File: src/rtl/mem_access_pkg.sv
// Shared types for the MEM-stage memory-access engine.
// FSM state codes, lane-mask width, timeout default, RAM request bundle.
package mem_access_pkg;

  localparam int MEM_SEL_BUS         = 4;
  localparam int MEM_FSM_BUS         = 2;
  localparam int MEM_TIMEOUT_DEFAULT = 255;

  typedef enum logic [MEM_FSM_BUS-1:0] {
    MEM_IDLE  = 2'd0,
    MEM_WAIT  = 2'd1,
    MEM_HOLD  = 2'd2,
    MEM_DRAIN = 2'd3
  } mem_fsm_t;

  typedef struct packed {
    logic [MEM_SEL_BUS-1:0] write_en;
    logic [31:0]            addr;
    logic [31:0]            write_data;
  } ram_req_t;

endpackage

File: src/rtl/mem_access_if.sv
// Data-RAM req/ack port of the MEM stage.
// master: engine side (drives request); slave: RAM side (drives ack/data).
interface mem_access_if;
  import mem_access_pkg::*;

  logic                   ram_en;
  logic [MEM_SEL_BUS-1:0] ram_write_en;
  logic [31:0]            ram_addr;
  logic [31:0]            ram_write_data;
  logic                   ram_ack;
  logic [31:0]            ram_read_data;

  modport master (
    output ram_en, ram_write_en, ram_addr, ram_write_data,
    input  ram_ack, ram_read_data
  );

  modport slave (
    input  ram_en, ram_write_en, ram_addr, ram_write_data,
    output ram_ack, ram_read_data
  );

endinterface

File: src/rtl/mem_align_check.sv
// Lane-mask/offset legality check and store-data lane replication.
// in: sel, offset, data_in; out: aligned, data_rep.
module mem_align_check
  import mem_access_pkg::*;
(
  input  logic [MEM_SEL_BUS-1:0] sel,
  input  logic [1:0]             offset,
  input  logic [31:0]            data_in,
  output logic                   aligned,
  output logic [31:0]            data_rep
);

  logic is_byte;
  logic is_half;
  logic is_word;

  assign is_byte = sel inside {4'b0001, 4'b0010,
                               4'b0100, 4'b1000};
  assign is_half = sel inside {4'b0011, 4'b1100};
  assign is_word = sel == 4'b1111;

  always_comb begin
    aligned  = 1'b0;
    data_rep = '0;
    unique case (1'b1)
      is_byte: begin
        aligned  = sel == (4'b0001 << offset);
        data_rep = {4{data_in[7:0]}};
      end
      is_half: begin
        aligned  = (sel == 4'b0011 && offset == 2'd0)
                 | (sel == 4'b1100 && offset == 2'd2);
        data_rep = {2{data_in[15:0]}};
      end
      is_word: begin
        aligned  = offset == 2'd0;
        data_rep = data_in;
      end
      default: ;
    endcase
  end

endmodule

File: src/rtl/mem_access.sv
// MEM-stage memory-access engine: issues each load/store exactly once,
// stalls while the RAM is busy, holds/drains around stalls and flushes.
module mem_access
  import mem_access_pkg::*;
#(
  parameter int unsigned TIMEOUT_CYCLES = MEM_TIMEOUT_DEFAULT
) (
  input  logic                   clk,
  input  logic                   rst,
  input  logic                   flush,
  input  logic                   stall_current_stage,
  input  logic                   mem_read_flag_in,
  input  logic                   mem_write_flag_in,
  input  logic                   mem_sign_flag_in,
  input  logic [MEM_SEL_BUS-1:0] mem_sel_in,
  input  logic [31:0]            result_in,
  input  logic [31:0]            mem_write_data_in,
  mem_access_if.master           ram,
  output logic [31:0]            ram_read_data_out,
  output logic                   stall_request,
  output logic                   addr_error_load,
  output logic                   addr_error_store,
  output logic [31:0]            bad_vaddr,
  output logic                   bus_timeout
);

  localparam logic [7:0] TMO_LAST = 8'(TIMEOUT_CYCLES - 1);

  mem_fsm_t    state_q;
  logic [7:0]  cnt_q;
  logic [31:0] hold_q;
  ram_req_t    req_q;
  ram_req_t    req_now;
  ram_req_t    req_out;

  logic        op;
  logic        aligned;
  logic        issue;
  logic        misaligned;
  logic        busy;
  logic        tmo_last;
  logic [31:0] data_rep;
  logic        unused_sign;

  // Sign extension happens in WB; the flag only travels with the instr.
  assign unused_sign = mem_sign_flag_in;

  mem_align_check u_align (
    .sel      (mem_sel_in),
    .offset   (result_in[1:0]),
    .data_in  (mem_write_data_in),
    .aligned  (aligned),
    .data_rep (data_rep)
  );

  assign op         = (mem_read_flag_in | mem_write_flag_in) & ~flush;
  assign issue      = op & aligned;
  assign misaligned = op & ~aligned;

  assign addr_error_load  = misaligned & mem_read_flag_in;
  assign addr_error_store = misaligned & mem_write_flag_in;
  assign bad_vaddr        = misaligned ? result_in : '0;

  assign req_now.write_en   = mem_write_flag_in ? mem_sel_in : '0;
  assign req_now.addr       = {result_in[31:2], 2'b00};
  assign req_now.write_data = data_rep;

  assign busy     = (state_q == MEM_WAIT) | (state_q == MEM_DRAIN);
  // Last ackless cycle of the budget: give up in this very cycle.
  assign tmo_last = busy & ~ram.ram_ack & (cnt_q == TMO_LAST);

  always_comb begin
    req_out           = '0;
    ram.ram_en        = 1'b0;
    ram_read_data_out = '0;
    stall_request     = 1'b0;
    bus_timeout       = 1'b0;
    unique case (state_q)
      MEM_IDLE: begin
        if (issue) begin
          ram.ram_en = 1'b1;
          req_out    = req_now;
          if (ram.ram_ack) ram_read_data_out = ram.ram_read_data;
          else             stall_request     = 1'b1;
        end
      end
      MEM_WAIT: begin
        if (tmo_last) begin
          bus_timeout = 1'b1;
        end else begin
          ram.ram_en = 1'b1;
          req_out    = req_q;
          if (ram.ram_ack) ram_read_data_out = ram.ram_read_data;
          else             stall_request     = 1'b1;
        end
      end
      MEM_HOLD: ram_read_data_out = hold_q;
      MEM_DRAIN: begin
        // A killed access still owns the bus; a new op must wait.
        stall_request = issue;
        if (tmo_last) begin
          bus_timeout = 1'b1;
        end else begin
          ram.ram_en = 1'b1;
          req_out    = req_q;
        end
      end
      default: ;
    endcase
  end

  assign ram.ram_write_en   = req_out.write_en;
  assign ram.ram_addr       = req_out.addr;
  assign ram.ram_write_data = req_out.write_data;

  always_ff @(posedge clk) begin
    if (rst) begin
      state_q <= MEM_IDLE;
      cnt_q   <= '0;
      hold_q  <= '0;
      req_q   <= '0;
    end else begin
      unique case (state_q)
        MEM_IDLE: begin
          if (issue) begin
            if (ram.ram_ack) begin
              if (stall_current_stage) begin
                state_q <= MEM_HOLD;
                hold_q  <= ram.ram_read_data;
              end
            end else begin
              state_q <= MEM_WAIT;
              cnt_q   <= '0;
              req_q   <= req_now;
            end
          end
        end
        MEM_WAIT: begin
          if (ram.ram_ack) begin
            if (!flush && stall_current_stage) begin
              state_q <= MEM_HOLD;
              hold_q  <= ram.ram_read_data;
            end else begin
              state_q <= MEM_IDLE;
            end
          end else if (tmo_last) begin
            state_q <= MEM_IDLE;
          end else if (flush) begin
            state_q <= MEM_DRAIN;
            cnt_q   <= '0;
          end else begin
            cnt_q <= cnt_q + 8'd1;
          end
        end
        MEM_HOLD: begin
          if (flush | ~stall_current_stage) state_q <= MEM_IDLE;
        end
        MEM_DRAIN: begin
          if (ram.ram_ack | tmo_last) state_q <= MEM_IDLE;
          else                         cnt_q   <= cnt_q + 8'd1;
        end
        default: state_q <= MEM_IDLE;
      endcase
    end
  end

endmodule

File: src/flat_wrapper.sv
// flat-port wrapper written by rule: the top's interface ports become plain ports
module mem_access_flat import mem_access_pkg::*;
#(
  parameter int unsigned TIMEOUT_CYCLES = MEM_TIMEOUT_DEFAULT
)
  (clk, rst, flush, stall_current_stage, mem_read_flag_in, mem_write_flag_in, mem_sign_flag_in, mem_sel_in, result_in, mem_write_data_in, ram_read_data_out, stall_request, addr_error_load, addr_error_store, bad_vaddr, bus_timeout, ram_ram_en, ram_ram_write_en, ram_ram_addr, ram_ram_write_data, ram_ram_ack, ram_ram_read_data);
  mem_access_if ram_i ();
  input  logic clk;
  input  logic rst;
  input  logic flush;
  input  logic stall_current_stage;
  input  logic mem_read_flag_in;
  input  logic mem_write_flag_in;
  input  logic mem_sign_flag_in;
  input  logic [MEM_SEL_BUS-1:0] mem_sel_in;
  input  logic [31:0] result_in;
  input  logic [31:0] mem_write_data_in;
  output logic [31:0] ram_read_data_out;
  output logic stall_request;
  output logic addr_error_load;
  output logic addr_error_store;
  output logic [31:0] bad_vaddr;
  output logic bus_timeout;
  output wire logic [$bits(ram_i.ram_en)-1:0] ram_ram_en;
  output wire logic [$bits(ram_i.ram_write_en)-1:0] ram_ram_write_en;
  output wire logic [$bits(ram_i.ram_addr)-1:0] ram_ram_addr;
  output wire logic [$bits(ram_i.ram_write_data)-1:0] ram_ram_write_data;
  input wire logic [$bits(ram_i.ram_ack)-1:0] ram_ram_ack;
  input wire logic [$bits(ram_i.ram_read_data)-1:0] ram_ram_read_data;
  assign ram_ram_en = ram_i.ram_en;
  assign ram_ram_write_en = ram_i.ram_write_en;
  assign ram_ram_addr = ram_i.ram_addr;
  assign ram_ram_write_data = ram_i.ram_write_data;
  assign ram_i.ram_ack = ram_ram_ack;
  assign ram_i.ram_read_data = ram_ram_read_data;
  mem_access #(.TIMEOUT_CYCLES(TIMEOUT_CYCLES)) u_core (.clk(clk), .rst(rst), .flush(flush), .stall_current_stage(stall_current_stage), .mem_read_flag_in(mem_read_flag_in), .mem_write_flag_in(mem_write_flag_in), .mem_sign_flag_in(mem_sign_flag_in), .mem_sel_in(mem_sel_in), .result_in(result_in), .mem_write_data_in(mem_write_data_in), .ram(ram_i), .ram_read_data_out(ram_read_data_out), .stall_request(stall_request), .addr_error_load(addr_error_load), .addr_error_store(addr_error_store), .bad_vaddr(bad_vaddr), .bus_timeout(bus_timeout));
endmodule
File: config.mk
export PLATFORM = sky130hd
export DESIGN_NAME = mem_access_flat
export DESIGN_NICKNAME = d
export VERILOG_FILES = /design/src/rtl/mem_access_pkg.sv /design/src/rtl/mem_access_if.sv /design/src/rtl/mem_align_check.sv /design/src/rtl/mem_access.sv /design/src/flat_wrapper.sv
export SDC_FILE = /design/constraint.sdc
export NUM_CORES = 1
export LEC_CHECK = 0
export CORE_ASPECT_RATIO = 0.5
export CORE_MARGIN = 4
export CORE_UTILIZATION = 35
export CTS_BUF_LIST = sky130_fd_sc_hd__clkbuf_2
export DETAILED_ROUTE_END_ITERATION = 16
export PLACE_DENSITY = 0.66
export SYNTH_ARGS = -nofsm -noshare
export SYNTH_HDL_FRONTEND = slang
export SYNTH_SLANG_ARGS = --single-unit
File: constraint.sdc
create_clock -name clk -period 5.8 [get_ports clk]
set_input_delay 1.16 -clock clk [delete_from_list [all_inputs] [get_ports clk]]
set_output_delay 1.16 -clock clk [all_outputs]
set_load 0.1 [all_outputs]
* After elaboration in Yosys (flattened, before gate mapping) *
Index checks and enable logic that the tools add are counted.

word-level totals
  flip-flop bits (word level) = 108
  input bits = 108
  logic and storage cells = 108
  output and inout bits = 137

cells by class
  reduce and logical (&&, ||, !) cells = 15
  shifts and indexed selects = 1
  multiplexer cells = 43
  equal/unequal tests = 26
  bitwise gates (word level) = 16
  add/subtract/negate cells = 1

operators by type and width
  operator             number
  $mux 32              9
  $pmux 32 s3          2
  $mux 68              2
  $pmux 68 s2          1
  $pmux 32 s2          1
  $mux 8               6
  $pmux 8 s3           1
  $mux 2               9
  $ne 2x2->1 const B   9
  $eq 4x4->1 const B   3
  $reduce_and 6->1     2
  $add 8x1->8 const B  1
  $eq 4x2->1 const B   2
  $eq 8x8->1 const B   1
  $pmux 2 s4           1
  $and 1x1->1          7
  $mux 1               7
  $eq 2x2->1 const B   3
  $pmux 1 s3           2
  $or 1x1->1           5
  $reduce_and 5->1     1
  $eq 4x1->1 const B   1
  $eq 4x3->1 const B   1
  $eq 4x4->1           1
  other kinds (16)     24

* Longest topological paths before layout *
Gate-level depths: netlist of the first run.

  word-level depth = 7
  mapped depth = 10
  mapped depth without buffers = 7

* By module *
From an unflattened synthesis of the first run, not the netlist that was laid out.

second synthesis, totals
  cell total of the unflattened synthesis = 805
  area total of the unflattened synthesis = 6163.4 µm²

modules (own cells, without submodules)
  module           sequential area each (µm²)  times used  cells each  area each (µm²)
  mem_access       2162.1                      1           669         5237.5
  mem_align_check  0.0                         1           136         925.9

* Worst setup path after synthesis of the first run *
Ideal clock, no wire load.

  path kind = input -> output
  start point = in ram_ram_ack
  end point = out ram_ram_write_data[24]
  buffers on the path = 3
  data arrival time = 5806 ps
  required time = 4640 ps
  path slack = -1166 ps
  stages on the path = 7
  cell sequence = clkbuf_1 -> nor4_1 -> nor2_1 -> clkbuf_1 -> clkbuf_1 -> nand2_1 -> a21oi_1

on the way
  cells in the longest elaborated chain, start to end = 5

ends and longest elaborated chain
  item                        line                                 source
  start: declaration          flat_wrapper.sv:28                   input wire logic [$bits(ram_i.ram_ack)-1:0] ram_ram_ack;
  $not 1->1 (no source line)  --
  $and 1x1->1 (2 in a row)    mem_access.sv:70                     assign tmo_last = busy & ~ram.ram_ack & (cnt_q == TMO_LAST);
  $mux 68                     mem_access.sv:88, mem_access.sv:101
  $pmux 68 s2                 mem_access.sv:78                     unique case (state_q)
  end: declaration            flat_wrapper.sv:27                   output wire logic [$bits(ram_i.ram_write_data)-1:0] ram_ram_write_data;

Every way passes these cells.

* Worst setup path in the final report of the first run *
  start point = in mem_sel_in[2]
  end point = out ram_ram_write_data[28]

on the way
  cells in the longest elaborated chain, start to end = 7
  elaborated cells on any way between the ends = 18
  classes of those cells = eq/ne (8); mux (4); bitwise (2); reduce/logical (4)

ends and longest elaborated chain
  item                                      line                                                                 source
  start: declaration                        flat_wrapper.sv:15                                                   input logic [MEM_SEL_BUS-1:0] mem_sel_in;
  $eq 4x2->1 or $eq 4x4->1 (tied branches)  mem_align_check.sv:19, mem_align_check.sv:31, mem_align_check.sv:32
  $logic_and 1x1->1 (on tied branches)      mem_align_check.sv:31, mem_align_check.sv:32
  $or 1x1->1                                mem_align_check.sv:32                                                | (sel == 4'b1100 && offset == 2'd2);
  $pmux 1 s3                                mem_align_check.sv:25                                                unique case (1'b1)
  $and 1x1->1                               mem_access.sv:57                                                     assign issue = op & aligned;
  $mux 68 (*)                               mem_access.sv:80                                                     if (issue) begin
  $pmux 68 s2 (*)                           mem_access.sv:78

Mark *: on every way between the ends. The rest lies on a longest branch, timed or not.

==> results of run 1 <==
sequential cells by signal, indices dropped and copies added, names as in the netlist:
signal and cells:
u_core.cnt_q 8, u_core.hold_q 32, u_core.req_q 66, u_core.state_q 2
critical path, cell delays in order:
cell and delay [ns]:
clkdlybuf4s50_1 0.76, buf_4 0.36, or2_2 0.34, o211ai_1 0.57, a222oi_1 0.29, nand2b_1 0.19, a21oi_1 0.23, buf_12 0.21
area by class of cell:
| type | instances | share of cell area |
|---|---|---|
| clock buffers | 10 | 0.00471 |
| multi-input cells | 683 | 0.386 |
| clock inverters | 4 | 0.00483 |
| inverters | 9 | 0.00318 |
| diodes | 1 | 0.000235 |
| repair buffers | 258 | 0.367 |
| flip-flops and latches | 108 | 0.203 |
| well taps | 259 | 0.0305 |
final timing paths:
path                          start                      to  slack, ns  cells after the start
hold / removal     u_core.req_q[67]        u_core.req_q[67]       0.47                      2
setup reg to reg  u_core.state_q[0]         u_core.req_q[7]       3.13                      8
setup / recovery      mem_sel_in[2]  ram_ram_write_data[28]       0.49                      8
hold reg to reg    u_core.req_q[67]        u_core.req_q[67]       0.47                      2
metrics by stage:
| stage | hold WS (ns) | setup slack (ns) | std cells | area, um2 |
|---|---|---|---|---|
| floorplan | 0.432 | 0.118 | 886 | 6640 |
| global placement | 0.438 | 0.660 | 1317 | 10500 |
| global route | 0.491 | 0.344 | 1332 | 10600 |
| finish | 0.472 | 0.492 | 1332 | 10600 |
| CTS | 0.474 | 0.577 | 1331 | 10600 |
| detailed placement | 0.445 | 0.590 | 1317 | 10500 |
power by group through the flow:
stage / clock network [uW] / registers (uW) / logic [uW]
after floorplan: 0 / 800 / 751
after global placement: 0 / 801 / 1160
after detailed placement: 0 / 803 / 1170
after CTS: 371 / 790 / 1170
after global routing: 396 / 795 / 1230
final: 353 / 790 / 1170
per-layer routing:
| metal | GRT usage | wire [um] | vias up |
|---|---|---|---|
| met5 | 0 | 0 | - |
| met4 | 0.0450 | 338 | 0 |
| met3 | 0.0458 | 1130 | 28 |
| met2 | 0.349 | 11400 | 203 |
| met1 | 0.282 | 10600 | 3449 |
| li1 | - | - | 3524 |
synth_stat cells (11+ instances only):
master and n:
dfxtp_1 108, clkbuf_1 59, nand2_1 183, and2_1 35, nand3_1 15, a32oi_1 12, a21oi_1 89, nor2_1 82
buf_2 11, a22o_1 40, mux2i_1 40, a22oi_1 62
kinds of logic (layout without fill, tap and decap cells):
logic type	Yosys count	in the layout	synth area share
other cells	1	3	0.000566
mux	41	41	0.0621
compound gates	268	268	0.287
flops	108	108	0.326
xor+xnor	2	2	0.00264
buf+inv	95	281	0.0627
fa+ha+maj	7	7	0.0132
simple gates	363	363	0.245
==> results by group, run 1 <==
Run status
  – Outcome: completed

Pwr
  – Tot Pwr: 2310 uW
  – Comb power frac: 0.506
  – Max IR drop VDD: 0.000116 V
  – Clock power frac: 0.153
  – Sequential power share: 0.342
  – PD cells: 218 mW/mm2
  – Internal power: 1260 uW
  – Sw frac: 0.455
  – Switch Pwr: 1050 uW
  – Cell leakage power: 0.00378 uW

STA
  – Final period utilization: 0.915
  – Final setup fails: 0
  – Tightest Pin Transition: 0.817 ns
  – Max Clk Rate: 188 MHz
  – Setup TNS: 0 ns
  – Rel. slew slack: 0.455
  – Final Hold Fails: 0
  – Clk_skew: 0.0143 ns
  – Final min period: 5.31 ns
  – Unrepaired setup endpoints after global routing: no
  – Max-slew violations: 0

CTS
  – H-Tree Depth: 3
  – Postcts setup bufs: 0
  – CTS buffer count: 9
  – Clock Tree Buf Depth: 2
  – CTS Sinks: 108
  – Clk slew on worst S/H paths: 0.28 ns
  – Cts hold-fix bufs: 0
  – Root Buffer: clkbuf_2
  – CTS resizes: 0
  – CTS tree: done
  – Worst skew pair latency: 0.62 ns

Synthesis
  – Main synth FF type: dfxtp_1
  – Fraction of registers with async set/reset: 0
  – #FFs+latches synth: 108
  – Synth top area share: 0.326
  – Distinct cells, synth: 57
  – Leading area contributor after synthesis: dfxtp_1
  – Ys Warns: 0
  – Mapped Area: 0.00663 mm2
  – EDFF count, synth: 0
  – Sequential fraction of the synthesis area: 0.326
  – Synth Instances: 885
  – Area contributors post-synth: dfxtp_1 33%, nand2_1 10%, a22oi_1 7.0%
  – Avg Cell Area, Syn: 7.49 um2

Global route
  – Vias in the first global route: 6702
  – Largest net degree at the start of global routing: 75
  – GRT overflow: 0
  – GRT Total Usage: 0.210
  – Antenna violations before repair: 1
  – Global-route wire length before repair: 36900 um

Placement
  – HPWL after detailed placement: 16600 um
  – GPL Wtd Cong: 0.896
  – IO buf count: 241

Setup path
  – Critical Path End Type: output port
  – CP Class: input pin to output port
  – Worst Path Arrival: 4.15 ns
  – CP Launch Type: input pin
  – Crit Path Max Fanout: 17
  – Worst EP required: 4.64 ns

Route
  – Residual DRC: 0
  – Final wirelength: 23400 um
  – Detailed router's first-iteration violation count: 527
  – Routed WL per cell: 17.6 um
  – Vias: 7204
  – Vias per cell: 5.41
  – First-pass DRT Iterations: 5
  – Post-route ant nets: 0

Cells and area
  – # fillers: 1613
  – Most common cell after layout, fill and taps aside: nand2_1
  – Most frequent cells in the layout: 183 x nand2_1, 136 x buf_12, 108 x dfxtp_1, 105 x clkdlybuf4s50_1, 89 x a21oi_1
  – Footprint of the multi-input gates: 0.00410 mm2
  – FF+latch area: 0.00216 mm2
  – Nets@finish: 1184
  – Post-layout util: 0.575
  – Share of layout cells above drive strength 1: 0.174
  – Syn-to-layout area delta: 60.4%

Floorplanning
  – Die width: 203 um
  – Rows: 35
  – Initial Utilization: 0.358
  – Die H: 105 um
  – Top Ports: 245
  – Die Area: 0.0213 mm2
  – Core box area: 0.0185 mm2

Hold path
  – Worst min-delay path category: flip-flop to flip-flop

Flow run
  – Max Cap Viol: 0
Note: power is estimated with default switching activity, not from simulation.
==> inputs of run 2 (changes only) <==
--- a/config.mk
+++ b/config.mk
@@ -5,12 +5,12 @@
 export SDC_FILE = /design/constraint.sdc
 export NUM_CORES = 1
 export LEC_CHECK = 0
+export ABC_AREA = 1
 export CORE_ASPECT_RATIO = 0.5
 export CORE_MARGIN = 4
 export CORE_UTILIZATION = 35
 export CTS_BUF_LIST = sky130_fd_sc_hd__clkbuf_2
 export DETAILED_ROUTE_END_ITERATION = 16
-export PLACE_DENSITY = 0.66
 export SYNTH_ARGS = -nofsm -noshare
 export SYNTH_HDL_FRONTEND = slang
 export SYNTH_SLANG_ARGS = --single-unit
==> results by group, run 2 <==
Run status
  – Outcome: completed

Synthesis
  – Synth Instances: 1231 (+39%)
  – Post-synthesis mux area share: 0 (-0.0621)
  – Mapped Area: 0.00732 mm2 (+10%)
  – #FFs+latches synth: 108 (unchanged)
  – Ys Warns: 0 (unchanged)
  – Synth cell count leaders: 375 x nand2_1, 149 x a21oi_1, 136 x nor2_1, 108 x dfxtp_1, 104 x nand3_1
  – Xor/xnor share of the synthesized area: 0.00120 (-0.00145)
  – Leading area contributor after synthesis: dfxtp_1
  – Area fraction in compound gates after synthesis: 0.181 (-0.106)
  – Sequential fraction of the synthesis area: 0.295 (-0.0309)
  – EDFF count, synth: 0 (unchanged)
  – Fraction of the mapped netlist area in simple logic gates: 0.402 (+0.157)
  – Synth top area share: 0.295 (-0.0309)
  – Main synth FF type: dfxtp_1
  – Fraction of registers with async set/reset: 0 (unchanged)
  – Area contributors post-synth: dfxtp_1 30%, nand2_1 19%, a21oi_1 10%
  – Top-count cell post-synth: nand2_1
  – Distinct cells, synth: 35 (-39%)
  – Avg Cell Area, Syn: 5.94 um2 (-21%)
  – Main combinational cell family by area after synthesis: simple AND/OR/NAND/NOR gates
  – Post-Synth Adder-Cell Area: 0.0120 (-0.00125)

Setup path
  – Worst EP required: 4.64 ns (about the same)
  – Max stage delay cell, worst path: clkdlybuf4s50_1
  – Crit Path Max Fanout: 67 (+50)
  – Most frequent CP cell: nand2_1
  – Worst path top cell family by delay: buffers and inverters
  – CP Buf/Inv Count: 4 (+1)
  – CP Class: input pin to output port
  – CP Launch Type: input pin
  – Cell Chain, Critical Path: clkdlybuf4s50_1, inv_1, nand2_1, nand3_1, nand2_1, nand2_1, nand2_1, nand2_4, nor2_4, buf_12, nand2_1, a21oi_1, buf_12
  – Crit path largest cell delay: 0.57 ns (-0.19 ns)
  – Critical Path End Type: output port
  – Worst Path Arrival: 3.82 ns (-0.33 ns)

Cells and area
  – Biggest register: u_core.req_q
  – Most common cell after layout, fill and taps aside: nand2_1
  – Non-Filler Instances: 1681 (+26%)
  – Top Registers: u_core.req_q: 66 flops, u_core.hold_q: 32 flops, u_core.cnt_q: 8 flops
  – Share of layout cells above drive strength 1: 0.131 (-0.0427)
  – Post-layout util: 0.510 (-0.0653)
  – Max reg flops: 66 (unchanged)
  – Nets@finish: 1519 (+28%)
  – # fillers: 2069 (+28%)
  – Most frequent cells in the layout: 374 x nand2_1, 149 x a21oi_1, 136 x nor2_1, 108 x dfxtp_1, 105 x clkdlybuf4s50_1
  – Syn-to-layout area delta: 43.2%

Global route
  – Global-route wire length before repair: 41500 um (+12%)
  – GRT overflow: 0 (unchanged)
  – Largest net degree at the start of global routing: 69 (-8.0%)
  – GRT Total Usage: 0.217 (+0.00735)
  – Antenna violations before repair: 1 (unchanged)
  – Vias in the first global route: 8215 (+23%)

CTS
  – CTS tree: done
  – Clk slew on worst S/H paths: 0.28 ns (about the same)
  – CTS Sinks: 108 (unchanged)
  – CTS buffer count: 9 (unchanged)
  – Root Buffer: clkbuf_2
  – H-Tree Depth: 3 (unchanged)
  – CTS resizes: 0 (unchanged)
  – Worst skew pair latency: 0.61 ns (about the same)
  – Clock Tree Buf Depth: 2 (unchanged)
  – Cts hold-fix bufs: 0 (unchanged)
  – Postcts setup bufs: 0 (unchanged)

Route
  – First-pass DRT Iterations: 6 (+1)
  – Vias: 8654 (+20%)
  – Post-route ant nets: 0 (unchanged)
  – Final wirelength: 26500 um (+13%)
  – Routed WL per cell: 15.7 um (-10%)
  – Vias per cell: 5.15 (-4.8%)
  – Detailed router's first-iteration violation count: 679 (+29%)
  – Residual DRC: 0 (unchanged)

Flow run
  – Max Cap Viol: 0 (unchanged)

STA
  – Unrepaired setup endpoints after global routing: no
  – Final period utilization: 0.858 (-0.0571)
  – Tightest Pin Transition: 1.21 ns (+0.395 ns)
  – Max Clk Rate: 201 MHz (+6.7%)
  – Final min period: 4.98 ns (-0.331 ns)
  – Max-slew violations: 0 (unchanged)
  – Final Hold Fails: 0 (unchanged)
  – Final Hold Slack: 0.465 ns (-0.00724 ns)
  – Setup TNS: 0 ns (unchanged)
  – Final setup fails: 0 (unchanged)
  – Clk_skew: 0.0157 ns (+0.00138 ns)
  – Rel. slew slack: 0.191 (-0.264)

Floorplanning
  – Die H: 110 um (+4.7%)
  – Top Ports: 245 (unchanged)
  – Initial Utilization: 0.356 (-0.00252)
  – Die width: 212 um (+4.9%)
  – Core box area: 0.0206 mm2 (+11%)
  – Rows: 37 (+5.7%)
  – Die Area: 0.0234 mm2 (+9.8%)

Placement
  – Dpl cells: 1666 (+26%)
  – GPL Wtd Cong: 0.829 (-7.5%)
  – IO buf count: 241 (unchanged)
  – HPWL after detailed placement: 17200 um (+3.8%)

Pwr
  – Cell leakage power: 0.00419 uW (+11%)
  – Max IR drop VDD: 0.000226 V (+95%)
  – PD cells: 313 mW/mm2 (+44%)

Hold path
  – Worst min-delay path category: flip-flop to flip-flop
## run 2: kinds of logic (layout without fill, tap and decap cells)
| family | Yosys count | after routing |
|---|---|---|
| simple gates | 693 | 693 |
| compound gates | 239 | 239 |
| buf+inv | 182 | 357 |
| flops | 108 | 108 |
| fa+ha+maj | 7 | 7 |
| other cells | 1 | 3 |
| xor+xnor | 1 | 1 |
## run 2: worst min-delay path, stage by stage (launching register included)
cell and delay (ns):
dfxtp_1 0.38, inv_1 0.05, a21oi_1 0.05
## run 2: final cells by class
type | count | area [um2] | area share
inverter | 86 | 323 | 0.0308
tap | 273 | 342 | 0.0326
timing repair buffer | 257 | 3140 | 0.300
antenna | 1 | 2.50 | 0.000239
sequential | 108 | 2160 | 0.206
clock buffer | 11 | 55.1 | 0.00525
clock inverter | 3 | 63.8 | 0.00609
multi-input combinational | 942 | 4390 | 0.419
## run 2: path summary, 6_finish.rpt
| path | from | to | slack (ns) | cells past startpoint |
|---|---|---|---|---|
| worst max-delay path | mem_sel_in[2] | ram_ram_write_data[22] | 0.82 | 13 |
| worst min-delay path | u_core.req_q[1] | u_core.req_q[1] | 0.46 | 2 |
| worst max register to register | u_core.state_q[1] | u_core.hold_q[14] | 2.56 | 11 |
| worst min register to register | u_core.req_q[1] | u_core.req_q[1] | 0.46 | 2 |
## run 2: routing by layer
| layer | routed length [um] | part of all wire | GRT usage | up-vias |
|---|---|---|---|---|
| met5 | 0 | 0 | 0 | - |
| met4 | 526 | 0.020 | 0.0625 | 0 |
| met3 | 1130 | 0.043 | 0.0331 | 40 |
| met2 | 13000 | 0.49 | 0.384 | 229 |
| met1 | 11800 | 0.45 | 0.279 | 4085 |
| li1 | - | - | - | 4300 |
## run 2: through the flow
| step | worst slack [ns] | instance area (um2) | total power [uW] |
|---|---|---|---|
| 4_1_cts | 0.834 | 10500 | 3300 |
| 3_5_place_dp | 0.844 | 10400 | 2900 |
| 3_3_place_gp | 0.889 | 10400 | 2870 |
| 2_1_floorplan | 0.517 | 7320 | 2340 |
| 6_report | 0.823 | 10500 | 3280 |
| 5_1_grt | 0.543 | 10500 | 3490 |
## run 2: power breakdown
| part | switching [uW] | internal (uW) | total, uW |
|---|---|---|---|
| Clock | 255 | 140 | 395 |
| Sequential | 62.3 | 828 | 890 |
| Combinational | 1510 | 487 | 1990 |
| Total | 1820 | 1460 | 3280 |
==> inputs of run 3 (changes only) <==
--- a/config.mk
+++ b/config.mk
@@ -10,7 +10,9 @@
 export CORE_MARGIN = 4
 export CORE_UTILIZATION = 35
 export CTS_BUF_LIST = sky130_fd_sc_hd__clkbuf_2
+export CTS_CLUSTER_SIZE = 10
 export DETAILED_ROUTE_END_ITERATION = 16
+export SKIP_CTS_REPAIR_TIMING = 1
 export SYNTH_ARGS = -nofsm -noshare
 export SYNTH_HDL_FRONTEND = slang
 export SYNTH_SLANG_ARGS = --single-unit
==> results of run 3 <==
No change in the layout: final DEF, timing and power equal those of run 2.
